File: src/rtl/imem_loader.sv
// -----------------------------------------------------------------------------
// imem_loader
//
// Boot loader that fills the instruction BRAM before the core starts.
//
// A byte stream arrives over a valid/ready handshake. It carries a 4-byte
// little-endian word count followed by that many little-endian 32-bit
// instruction words. Each completed word is written to the BRAM through a
// one-cycle write strobe. The core is held in reset until the whole image
// has been written.
//
// Optional feature (macro IMEM_LOADER_CHECKSUM_EN):
//   The data words are followed by a 4-byte little-endian trailer. The trailer
//   must equal the modulo-2^32 sum of all data words; if it does not, the load
//   is aborted.
//
// Parameters:
//   BASE_ADDR  byte address of the first instruction word
//   MAX_WORDS  instruction memory depth in words; longer images are rejected
//   CNT_WIDTH  width of the word counter and the length register
//
// Ports:
//   clk            system clock, rising edge
//   rst_n          synchronous active-low reset
//   byte_valid     byte_data is valid this cycle
//   byte_data      incoming stream byte
//   byte_ready     loader accepts a byte this cycle
//   imem_we        one-cycle write strobe to the instruction BRAM
//   imem_addr      byte address of the write
//   imem_wdata     instruction word being written
//   words_written  number of words written so far
//   done           image fully loaded
//   err            load aborted
//   cpu_rst_n      active-low core reset, released only on success
// -----------------------------------------------------------------------------
module imem_loader #(
    parameter logic [31:0] BASE_ADDR = 32'h0000_0000,
    parameter int unsigned MAX_WORDS = 32000,
    parameter int          CNT_WIDTH = 32
) (
    input  logic                 clk,
    input  logic                 rst_n,
    input  logic                 byte_valid,
    input  logic [7:0]           byte_data,
    output logic                 byte_ready,
    output logic                 imem_we,
    output logic [31:0]          imem_addr,
    output logic [31:0]          imem_wdata,
    output logic [CNT_WIDTH-1:0] words_written,
    output logic                 done,
    output logic                 err,
    output logic                 cpu_rst_n
);

`ifdef IMEM_LOADER_CHECKSUM_EN
    typedef enum logic [2:0] {S_LEN, S_DATA, S_CHK, S_DONE, S_ERR} state_t;
`else
    typedef enum logic [2:0] {S_LEN, S_DATA, S_DONE, S_ERR} state_t;
`endif

    state_t                 state;
    logic [1:0]             byte_idx;
    logic [23:0]            asm_buf;
    logic [CNT_WIDTH-1:0]   len;
`ifdef IMEM_LOADER_CHECKSUM_EN
    logic [31:0]            sum;
`endif

    logic                   accept;
    logic                   last_byte;
    logic [31:0]            byte_word;
    logic [CNT_WIDTH-1:0]   next_count;
    logic [31:0]            word_addr;

    // Handshake decode and the word that completes when the current byte is
    // the fourth one. asm_buf shifts right, so after three bytes it holds
    // {b2, b1, b0} and the incoming byte lands on top: little-endian order.
    always_comb begin
        accept     = byte_valid && byte_ready;
        last_byte  = accept && (byte_idx == 2'd3);
        byte_word  = {byte_data, asm_buf};
        next_count = words_written + CNT_WIDTH'(1);
        word_addr  = BASE_ADDR + (32'(words_written) << 2);
    end

    // Single loader FSM with registered outputs. byte_ready is registered
    // from the next state, so it drops on the same edge that takes the final
    // byte. done and cpu_rst_n rise on that edge too, so they appear together
    // with the last write strobe.
    always_ff @(posedge clk) begin
        if (!rst_n) begin
            state         <= S_LEN;
            byte_idx      <= 2'd0;
            asm_buf       <= 24'd0;
            len           <= '0;
`ifdef IMEM_LOADER_CHECKSUM_EN
            sum           <= 32'd0;
`endif
            byte_ready    <= 1'b0;
            imem_we       <= 1'b0;
            imem_addr     <= BASE_ADDR;
            imem_wdata    <= 32'd0;
            words_written <= '0;
            done          <= 1'b0;
            err           <= 1'b0;
            cpu_rst_n     <= 1'b0;
        end else begin
            imem_we <= 1'b0;

            if (accept) begin
                asm_buf  <= {byte_data, asm_buf[23:8]};
                byte_idx <= byte_idx + 2'd1;
            end

            case (state)
                S_LEN: begin
                    byte_ready <= 1'b1;
                    if (last_byte) begin
                        len <= CNT_WIDTH'(byte_word);
                        if (byte_word == 32'd0) begin
`ifdef IMEM_LOADER_CHECKSUM_EN
                            state <= S_CHK;
`else
                            state      <= S_DONE;
                            byte_ready <= 1'b0;
                            done       <= 1'b1;
                            cpu_rst_n  <= 1'b1;
`endif
                        end else if (byte_word > MAX_WORDS) begin
                            state      <= S_ERR;
                            byte_ready <= 1'b0;
                            err        <= 1'b1;
                        end else begin
                            state <= S_DATA;
                        end
                    end
                end

                S_DATA: begin
                    byte_ready <= 1'b1;
                    if (last_byte) begin
                        imem_we       <= 1'b1;
                        imem_wdata    <= byte_word;
                        imem_addr     <= word_addr;
                        words_written <= next_count;
`ifdef IMEM_LOADER_CHECKSUM_EN
                        sum <= sum + byte_word;
`endif
                        if (next_count == len) begin
`ifdef IMEM_LOADER_CHECKSUM_EN
                            state <= S_CHK;
`else
                            state      <= S_DONE;
                            byte_ready <= 1'b0;
                            done       <= 1'b1;
                            cpu_rst_n  <= 1'b1;
`endif
                        end
                    end
                end

`ifdef IMEM_LOADER_CHECKSUM_EN
                // Trailer compare. Words already written stay in the BRAM on
                // a mismatch; only the core release is withheld.
                S_CHK: begin
                    byte_ready <= 1'b1;
                    if (last_byte) begin
                        byte_ready <= 1'b0;
                        if (byte_word == sum) begin
                            state     <= S_DONE;
                            done      <= 1'b1;
                            cpu_rst_n <= 1'b1;
                        end else begin
                            state <= S_ERR;
                            err   <= 1'b1;
                        end
                    end
                end
`endif

                S_DONE: begin
                    byte_ready <= 1'b0;
                    done       <= 1'b1;
                    cpu_rst_n  <= 1'b1;
                end

                S_ERR: begin
                    byte_ready <= 1'b0;
                    err        <= 1'b1;
                    cpu_rst_n  <= 1'b0;
                end

                default: begin
                    state      <= S_ERR;
                    byte_ready <= 1'b0;
                    err        <= 1'b1;
                    cpu_rst_n  <= 1'b0;
                end
            endcase
        end
    end

endmodule
File: config.mk
export PLATFORM = sky130hd
export DESIGN_NAME = imem_loader
export DESIGN_NICKNAME = d
export VERILOG_FILES = /design/src/rtl/imem_loader.sv
export SDC_FILE = /design/constraint.sdc
export NUM_CORES = 1
export LEC_CHECK = 0
export BUFFER_PORTS_ARGS = -buffer_cell sky130_fd_sc_hd__buf_4
export CAP_MARGIN = 10
export CORE_ASPECT_RATIO = 0.9
export CORE_MARGIN = 1.5
export CORE_UTILIZATION = 35
export DETAILED_ROUTE_END_ITERATION = 8
export PLACE_DENSITY_LB_ADDON = 0.2
export SETUP_SLACK_MARGIN = 0.02
export SKIP_LAST_GASP = 1
export SLEW_MARGIN = 20
export SYNTH_ARGS = -nofsm -noshare
export SYNTH_HDL_FRONTEND = slang
export SYNTH_SLANG_ARGS = --single-unit
File: constraint.sdc
create_clock -name clk -period 5.3 [get_ports clk]
set_input_delay 0.53 -clock clk [delete_from_list [all_inputs] [get_ports clk]]
set_output_delay 0.53 -clock clk [all_outputs]
set_load 0.005 [all_outputs]
==> results of run 1 <==
## cells in the final DEF, fill, tap and decap left out, types with 4 or more instances in the layout
cell	instances
and2_1	27
buf_4	114
clkbuf_16	17
and4_1	7
clkbuf_1	4
a31oi_1	7
nor3_1	15
and3_1	9
dfxtp_1	159
a21oi_1	9
nand3_1	24
nor4_1	18
a21boi_0	129
nor2_1	18
o21ai_0	14
nor4b_1	4
nand2_1	274
xor2_1	20
ha_1	7
or3_1	13
nand4_1	21
inv_1	8
xnor2_1	37
o31ai_1	4
## worst register-to-register path: stages (launching register included)
cell and delay (ps):
dfxtp_1 550, nand4_1 480, or4_1 700, and4b_1 220, o32ai_1 660, nor3_1 110, a31oi_1 290, mux2i_1 200
## worst max-delay path by stage
stage          endpoint  depth (start not counted)  slack [ps]
6_report       state[0]                          7        2030
5_1_grt        state[0]                          9        1670
2_1_floorplan  state[0]                         10        2520
3_3_place_gp   state[0]                          8        2140
4_1_cts        state[0]                          9        2050
3_5_place_dp   state[0]                          9        2070
## cells in the mapped netlist, types with 2 or more instances
cell	n
and3_1	9
or3_1	13
nor2_1	19
buf_1	3
xor2_1	20
nor2b_1	3
and4_1	7
o32ai_1	3
nand2_1	276
buf_2	20
nand4b_1	3
nand3b_1	3
xnor2_1	37
inv_1	8
nor4b_1	4
buf_4	4
nor3b_1	3
clkbuf_1	47
nand3_1	24
o21a_1	3
ha_1	7
and2_1	27
nand4_1	21
o311ai_0	2
or4_1	3
a41o_1	2
o21ai_0	14
or2_2	2
a2111oi_0	2
nor3_1	15
a21oi_1	9
a221oi_1	3
o31ai_1	4
dfxtp_1	159
nor4_1	18
a31oi_1	7
a21boi_0	129
a311o_1	2
mux2i_1	2
a211oi_1	2
o211ai_1	2
## per-layer routing
metal	vias to the layer above	routed length (um)	global-route usage
met2	174	9330	0.290
met4	0	384	0.0708
met3	25	942	0.0350
met5	-	0	0
li1	3433	-	-
met1	3159	11200	0.278
## power by group through the flow
stage / clock network (mW) / registers [mW] / logic (mW)
floorplan: 0 / 1.29 / 0.168
global route: 1.34 / 1.28 / 0.274
global placement: 0 / 1.30 / 0.244
detailed placement: 0 / 1.30 / 0.241
finish: 1.26 / 1.28 / 0.243
CTS: 1.29 / 1.28 / 0.241
## per-stage QoR
stage	worst slack (ps)	total power, mW	hold WS, ps	cells
after detailed placement	2070	1.54	458	1296
after global routing	1670	2.89	400	1328
final	2030	2.78	386	1328
after global placement	2140	1.55	451	1296
after CTS	2050	2.81	381	1328
after floorplan	2520	1.45	447	965
## cell families after synthesis
| family | share of synthesized area |
|---|---|
| xor+xnor | 0.0641 |
| buf+inv | 0.0447 |
| flops | 0.409 |
| other cells | 0.000482 |
| compound gates | 0.187 |
| fa+ha+maj | 0.0112 |
| simple gates | 0.281 |
| mux | 0.00257 |
## sequential cells by signal (all words and copies together) (netlist names), 2 cells and up
register / cells
imem_wdata: 32
len: 32
words_written: 32
imem_addr: 30
asm_buf: 24
byte_idx: 2
state: 2
## final cells by class
class / instances / area share
clock buffers: 21 / 0.0474
clock inverters: 11 / 0.0167
inverters: 8 / 0.00323
multi-input cells: 724 / 0.459
flip-flops and latches: 159 / 0.342
well taps: 291 / 0.0392
repair buffers: 114 / 0.0920
==> results.cfg, run 1 <==
[outcome]
status = finished, final reports clean

[clock_tree]
cts.sinks = 159
insertion_delay_ps = 430
cts_hold_buf = 0
clock_path_buffers = 2
htreeDepth = 4
cts_buffers = 17
clkSlewWorstSetupHoldPaths_ps = 70
cts_resized = 0
cts_tree = yes
root_buffer = clkbuf_16
post_cts_buffers = 0

[worst_setup_path]
arrival_ps = 3630
cp_max_fo = 12
rr_startpoint = words_written[4]
path_delay_family = simple AND/OR/NAND/NOR gates
r2r_end = state[0]
path_cells = nand4_1 -> or4_1 -> and4b_1 -> o32ai_1 -> nor3_1 -> a31oi_1 -> mux2i_1
setup.worst_path.start_class = flop
critPathKind = flop to flop
rrSetupSlack_ps = 2030
worstPathRequired_ps = 5660
startpoint = words_written[4]
cp-end-kind = flop
cp_num_buf_inv = 0
max_stage_delay_ps = 700
cp_slowest_cell = or4_1
reg2reg_depth = 7

[sta]
finalHoldViolations = 0
final.setup.tns_ps = 0
skew_ps = 17.3
period_share = 0.617
fmax_mhz = 306
finalCriticalPeriod_ps = 3270
worstMarginPinSlew_ps = 939
rsz0062_at_grt = no
slew_violations = 0
setup_viol = 0
relSlewSlack = 0.374

[pwr]
power_density_mw_per_mm2 = 299
pwr-share-comb = 0.087
p_switching_mw = 0.701
seqPwrFrac = 0.459
p_clk_frac = 0.454
p_leak_nw = 3.28
internal-power_mw = 2.08
switching_share = 0.252
ir_drop_uv = 196

[floorplanning]
dieArea_mm2 = 0.0231
dieHeight_um = 144
rows = 51
start_util = 0.358
die_w_um = 160
ios = 112
core_area_mm2 = 0.0218

[logic_synthesis]
synth_ff_type = dfxtp_1
synth_edf_count = 0
async_flop_share = 0
synth_cells = 964
ys_ff_latch = 159
ys_top_cells_by_area = dfxtp_1 (41%), nand2_1 (13%), a21boi_0 (12%)
yosysSeqAreaShare = 0.409
synthesis.area_mm2 = 0.00778
syn_area_per_cell_um2 = 8.08
synth_warnings = 0
synth_cell_type_count = 64
synth_top_area_share = 0.409
yosysTopAreaCell = dfxtp_1

[final_layout]
drive_gt1_frac = 0.151
finalInstanceArea_mm2 = 0.00930
num_antenna_cells = 0
synthToLayoutAreaGrowth_pct = 19.4
seq_area_mm2 = 0.00318
num-fill-cells = 2203
nets = 1042
multiInputGateArea_mm2 = 0.00427
utilization = 0.427

[placement]
port_buffers = 109
gp_congestion = 0.898
dp_hpwl_um = 15400
place_area_mm2 = 0.00870

[hold_path]
min_from = byte_data[4]
hold_end = len[28]
hold_class = input pin to flop
min_path_cells = 3

[detailed_routing]
viasPerCell = 5.11
drc = 0
wl_um = 21900
firstDrtPassIters = 5
drt_iter0_drc = 554
via_count = 6791
antenna_left = 0
wl_per_cell_um = 16.5

[grt]
grt_max_degree = 110
grt_pass1_wl_um = 35400
gr-total-overflow = 0
grt_usage = 0.194
antenna_found_initial = 0
grt_pass1_vias = 6293

[run]
maxCapViolCount = 0
No activity file was read; power rests on OpenSTA's default activity.
==> run 2, diff against run 1 <==
clock period = 3.3 ns   (was 5.3 ns; I/O delays follow)
==> run 2 against run 1 <==
Compared with the run above: design area rose by 2.7%; die area stayed put; global-route usage is 0.66 points higher; fmax rose by 8.8%; critical path type unchanged; largest cell class unchanged; largest power group unchanged; highest routed layer unchanged.
==> results.cfg, run 2 (synthesis gave the netlist of run 1 again) <==
[outcome]
status = finished, final reports clean

[clock_tree]
insertion_delay_ps = 430
cts_resized = 0
post_cts_buffers = 0
htreeDepth = 4
cts.sinks = 159
cts_buffers = 17
cts_hold_buf = 0
cts_tree = yes
clock_path_buffers = 2
clkSlewWorstSetupHoldPaths_ps = 70
root_buffer = clkbuf_16

[grt]
antenna_found_initial = 0
grt_pass1_wl_um = 36400
grt_pass1_vias = 6557
gr-total-overflow = 0
grt_max_degree = 79
grt_usage = 0.201

[worst_setup_path]
cp_max_fo = 11
rrSetupSlack_ps = 300
cp-end-kind = flop
arrival_ps = 3310
r2r_end = state[0]
critPathKind = flop to flop
max_stage_delay_ps = 540
worstPathRequired_ps = 3610
reg2reg_depth = 8
setup.worst_path.start_class = flop
rr_startpoint = words_written[10]
cp_slowest_cell = or4b_4
path_cells = and3_1 -> nand4_1 -> xnor2_1 -> a311o_1 -> or4b_4 -> a2111oi_4 -> a31oi_1 -> mux2i_1

[run]
maxCapViolCount = 0

[detailed_routing]
wl_um = 22700
antenna_left = 0
firstDrtPassIters = 5
drc = 0
drt_iter0_drc = 431
via_count = 6975
wl_per_cell_um = 16.7
viasPerCell = 5.12

[pwr]
ir_drop_uv = 275
total_power_mw = 4.46
p_leak_nw = 3.45
power_density_mw_per_mm2 = 467

[final_layout]
layout_common_cells = nand2_1 (275), dfxtp_1 (159), buf_4 (148), a21boi_0 (129), xnor2_1 (37)
seq_area_mm2 = 0.00318
synthToLayoutAreaGrowth_pct = 22.6
num_antenna_cells = 0
multiInputGateArea_mm2 = 0.00427
drive_gt1_frac = 0.178
nets = 1076
finalInstanceArea_mm2 = 0.00955
num-fill-cells = 2217
reg.largest.list = imem_wdata (32), len (32), words_written (32)
final_common_cell = nand2_1

[floorplanning]
ios = 112
core_area_mm2 = 0.0218
dieArea_mm2 = 0.0231
dieHeight_um = 144
start_util = 0.358
die_w_um = 160
rows = 51

[sta]
period_share = 0.911
worstMarginPinSlew_ps = 959
final.setup.tns_ps = 0
relSlewSlack = 0.360
slew_violations = 0
setup_viol = 0
fmax_mhz = 333
rsz0062_at_grt = no
finalHoldViolations = 0
skew_ps = 9.76
finalCriticalPeriod_ps = 3000

[hold_path]
min_from = byte_data[1]
hold_end = imem_wdata[25]
min_path_cells = 3
hold_class = input pin to flop

[placement]
port_buffers = 109
dp_hpwl_um = 16100
gp_congestion = 0.875
place_area_mm2 = 0.00894
-- run 2: cell types whose count changed in the layout (fill, tap and decap cells not counted), sizes merged --
cell / change
bufinv: -1
buf: +34
clkbuf: +1
-- run 2: final cells by class --
type | count | area share
multi-input combinational | 724 | 0.447
clock inverter | 10 | 0.0134
tap | 291 | 0.0381
sequential | 159 | 0.333
clock buffer | 22 | 0.0486
timing repair buffer | 148 | 0.116
inverter | 8 | 0.00315
-- run 2: worst max-delay path, delay by kind of cell (launching register included) --
kind / cells / cell delay, ps
flip-flops: 1 / 510
AND/OR/NAND/NOR: 3 / 1240
XOR/XNOR: 1 / 250
multiplexers: 1 / 150
AO/OA/AOI/OAI: 3 / 750
-- run 2: how the worst max path moves through the flow --
stage	startpoint	end	slack (ps)	cells past startpoint
2_1_floorplan	words_written[0]	state[0]	520	10
3_3_place_gp	words_written[11]	state[0]	380	8
3_5_place_dp	words_written[19]	state[0]	310	9
4_1_cts	words_written[19]	state[0]	270	9
5_1_grt	words_written[10]	state[0]	70	8
6_report	words_written[10]	state[0]	300	8
-- run 2: layer usage --
| layer | global-route usage | wire length, um |
|---|---|---|
| met2 | 0.306 | 9650 |
| met5 | 0 | 0 |
| met4 | 0.0571 | 306 |
| met1 | 0.286 | 11500 |
| met3 | 0.0396 | 1240 |
-- run 2: per-stage QoR --
step                hold WS [ps]  utilization  setup WS, ps  cells
CTS                          177        0.438           271   1360
global route                 187        0.439          72.3   1362
floorplan                    447            -           517    965
global placement             449        0.411           380   1328
detailed placement           456        0.411           311   1328
finish                       194        0.439           295   1362
-- run 2: where the power goes --
part           internal (mW)  leakage, nW  switching, mW
combinational          0.168         1.88          0.223
clock                   1.17        0.287          0.851
sequential              1.98         1.28         0.0694
total                   3.31         3.45           1.14
==> run 3, diff against run 2 <==
--- a/config.mk
+++ b/config.mk
@@ -7,2 +7,3 @@
 export LEC_CHECK = 0
+export ABC_AREA = 1
 export BUFFER_PORTS_ARGS = -buffer_cell sky130_fd_sc_hd__buf_4
--- a/constraint.sdc
+++ b/constraint.sdc
@@ -3,2 +3,2 @@
 set_output_delay 0.33 -clock clk [all_outputs]
-set_load 0.005 [all_outputs]
+set_load 0.1 [all_outputs]
==> run 3 against run 2 <==
Compared with the run above: register-to-register slack better by 380 ps; largest cell class unchanged; clock-buffer cell count is 4 lower; worst hold slack worse by 15 ps; sequential cell count stayed put; highest routed layer unchanged; setup slack better by 380 ps; synthesized cell count is 9.3% higher; design area is 5.5% lower; total power is 8.1% higher; global-route usage is 0.14 points higher.
==> results.cfg, run 3 <==
[outcome]
status = finished, final reports clean

[floorplanning]
start_util = 0.355
dieHeight_um = 141
core_area_mm2 = 0.0207
rows = 50
ios = 112
die_w_um = 156
dieArea_mm2 = 0.0219

[run]
maxCapViolCount = 0

[placement]
gp_congestion = 0.923
dp_hpwl_um = 15500
port_buffers = 109

[sta]
slew_violations = 0
fmax_mhz = 381
period_share = 0.795
worstMarginPinSlew_ps = 1060
rsz0062_at_grt = no
whs_ps = 179
finalHoldViolations = 0
skew_ps = 9.59
finalCriticalPeriod_ps = 2620
setup_viol = 0
final.setup.tns_ps = 0
relSlewSlack = 0.295

[logic_synthesis]
synth_warnings = 0
async_flop_share = 0
yosysTopAreaCell = dfxtp_1
ys_top_cells_by_area = dfxtp_1 (43%), nand2_1 (9.5%), o21ai_0 (9.5%)
synth_top_area_share = 0.433
synth_most_common_cell = nand2_1
synth_edf_count = 0
ys_ff_latch = 159
yosysSeqAreaShare = 0.433
synth_common_cells = nand2_1 (187), dfxtp_1 (159), o21ai_0 (139)
synth_ff_type = dfxtp_1
synth_cell_type_count = 28
syn_area_per_cell_um2 = 6.98
synthesis.area_mm2 = 0.00735
synth_cells = 1054

[pwr]
p_clk_frac = 0.429
power_density_mw_per_mm2 = 534
internal-power_mw = 3.39
pwr-share-comb = 0.135
ir_drop_uv = 392
p_leak_nw = 3.99
p_switching_mw = 1.43
seqPwrFrac = 0.435
switching_share = 0.296

[grt]
antenna_found_initial = 0
grt_usage = 0.202
grt_max_degree = 159
gr-total-overflow = 0
grt_pass1_wl_um = 34400
grt_pass1_vias = 6317

[worst_setup_path]
startpoint = words_written[0]
rr_startpoint = words_written[0]
setup.worst_path.start_class = flop
cp_max_fo = 7
arrival_ps = 2910
worstPathRequired_ps = 3590
critPathKind = flop to flop
cp-end-kind = flop

[detailed_routing]
top_layer = met4
firstDrtPassIters = 5
routedLengthMet1_um = 11000
drt_iter0_drc = 674
via_count = 7017
met2_length_um = 9100
wl_per_cell_um = 15.2
drc = 0
wl_met3_um = 1430
wl_um = 21900
antenna_left = 0
viasPerCell = 4.89

[clock_tree]
clock_path_buffers = 2
root_buffer = clkbuf_16
cts_resized = 0
cts_buffers = 17
post_cts_buffers = 0
insertion_delay_ps = 440
cts_hold_buf = 0
cts.sinks = 159
clkSlewWorstSetupHoldPaths_ps = 70
htreeDepth = 4
cts_tree = yes

[final_layout]
layout_common_cells = nand2_1 (187), dfxtp_1 (159), o21ai_0 (139), a21oi_1 (134), inv_1 (126)
synthToLayoutAreaGrowth_pct = 22.6
drive_gt1_frac = 0.147
num_antenna_cells = 0
reg.largest.list = imem_wdata (32), len (32), words_written (32)
num-fill-cells = 2153
nets = 1156
final_common_cell = nand2_1

[hold_path]
hold_class = input pin to flop
min_from = byte_data[0]
-- run 3: worst max-delay path, stage by stage (launching register included) --
cell,delay [ps]
dfxtp_1,470
ha_1,260
nand2_1,110
nor2_4,180
nand3_1,260
o21ai_1,240
nand2_1,100
nand2_1,70
nand2_1,50
nor2_1,90
nand2_1,70
nor2_1,110
nand3_1,120
nand2_2,130
nand2_1,80
nand2_1,80
a21oi_1,60
-- run 3: cells by family (layout without fill, tap and decap cells) --
kind of cell	count (synthesis)	in the layout	share of synthesized area
AOI/OAI and AO/OA	290	290	0.202
other	1	2	0.000510
xor gates and xnor gates	10	10	0.0119
DFF	159	159	0.433
buffers and inverters	177	272	0.0914
and+or+nand+nor	410	410	0.250
adders and majority gates	7	7	0.0119
-- run 3: cell type report --
type	instances	area (um2)	share of cell area
multi-input combinational	719	3510	0.390
sequential	159	3180	0.353
timing repair buffer	114	881	0.0977
inverter	127	477	0.0529
clock buffer	18	429	0.0476
tap	286	358	0.0397
clock inverter	13	179	0.0198
-- run 3: path summary, 6_finish.rpt --
kind / endpoint / slack [ps] / depth (start not counted)
setup / recovery: state[0] / 680 / 16
hold / removal: len[24] / 180 / 3
setup reg to reg: state[0] / 680 / 16
hold reg to reg: len[31] / 480 / 2
-- run 3: per-stage QoR --
stage | worst slack [ps] | util | std cells | total power, mW | cell area (um2)
floorplan | 369 | - | 1055 | 2.61 | 7360
global placement | 876 | 0.406 | 1405 | 2.79 | 8410
detailed placement | 773 | 0.406 | 1405 | 2.79 | 8410
CTS | 751 | 0.436 | 1436 | 4.85 | 9020
global route | 389 | 0.436 | 1436 | 5.02 | 9020
finish | 678 | 0.436 | 1436 | 4.82 | 9020
-- run 3: power groups by stage --
stage,clock [mW],combinational [mW],sequential [mW]
finish,2.07,0.652,2.10
global route,2.18,0.735,2.11
CTS,2.10,0.650,2.10
detailed placement,0,0.647,2.14
global placement,0,0.645,2.14
floorplan,0,0.355,2.25
-- run 3: routing by layer --
| metal | vias to the layer above | global-route usage |
|---|---|---|
| met3 | 25 | 0.0486 |
| met2 | 201 | 0.293 |
| met4 | 0 | 0.0541 |
| met5 | - | 0 |
| met1 | 3161 | 0.296 |
| li1 | 3630 | - |
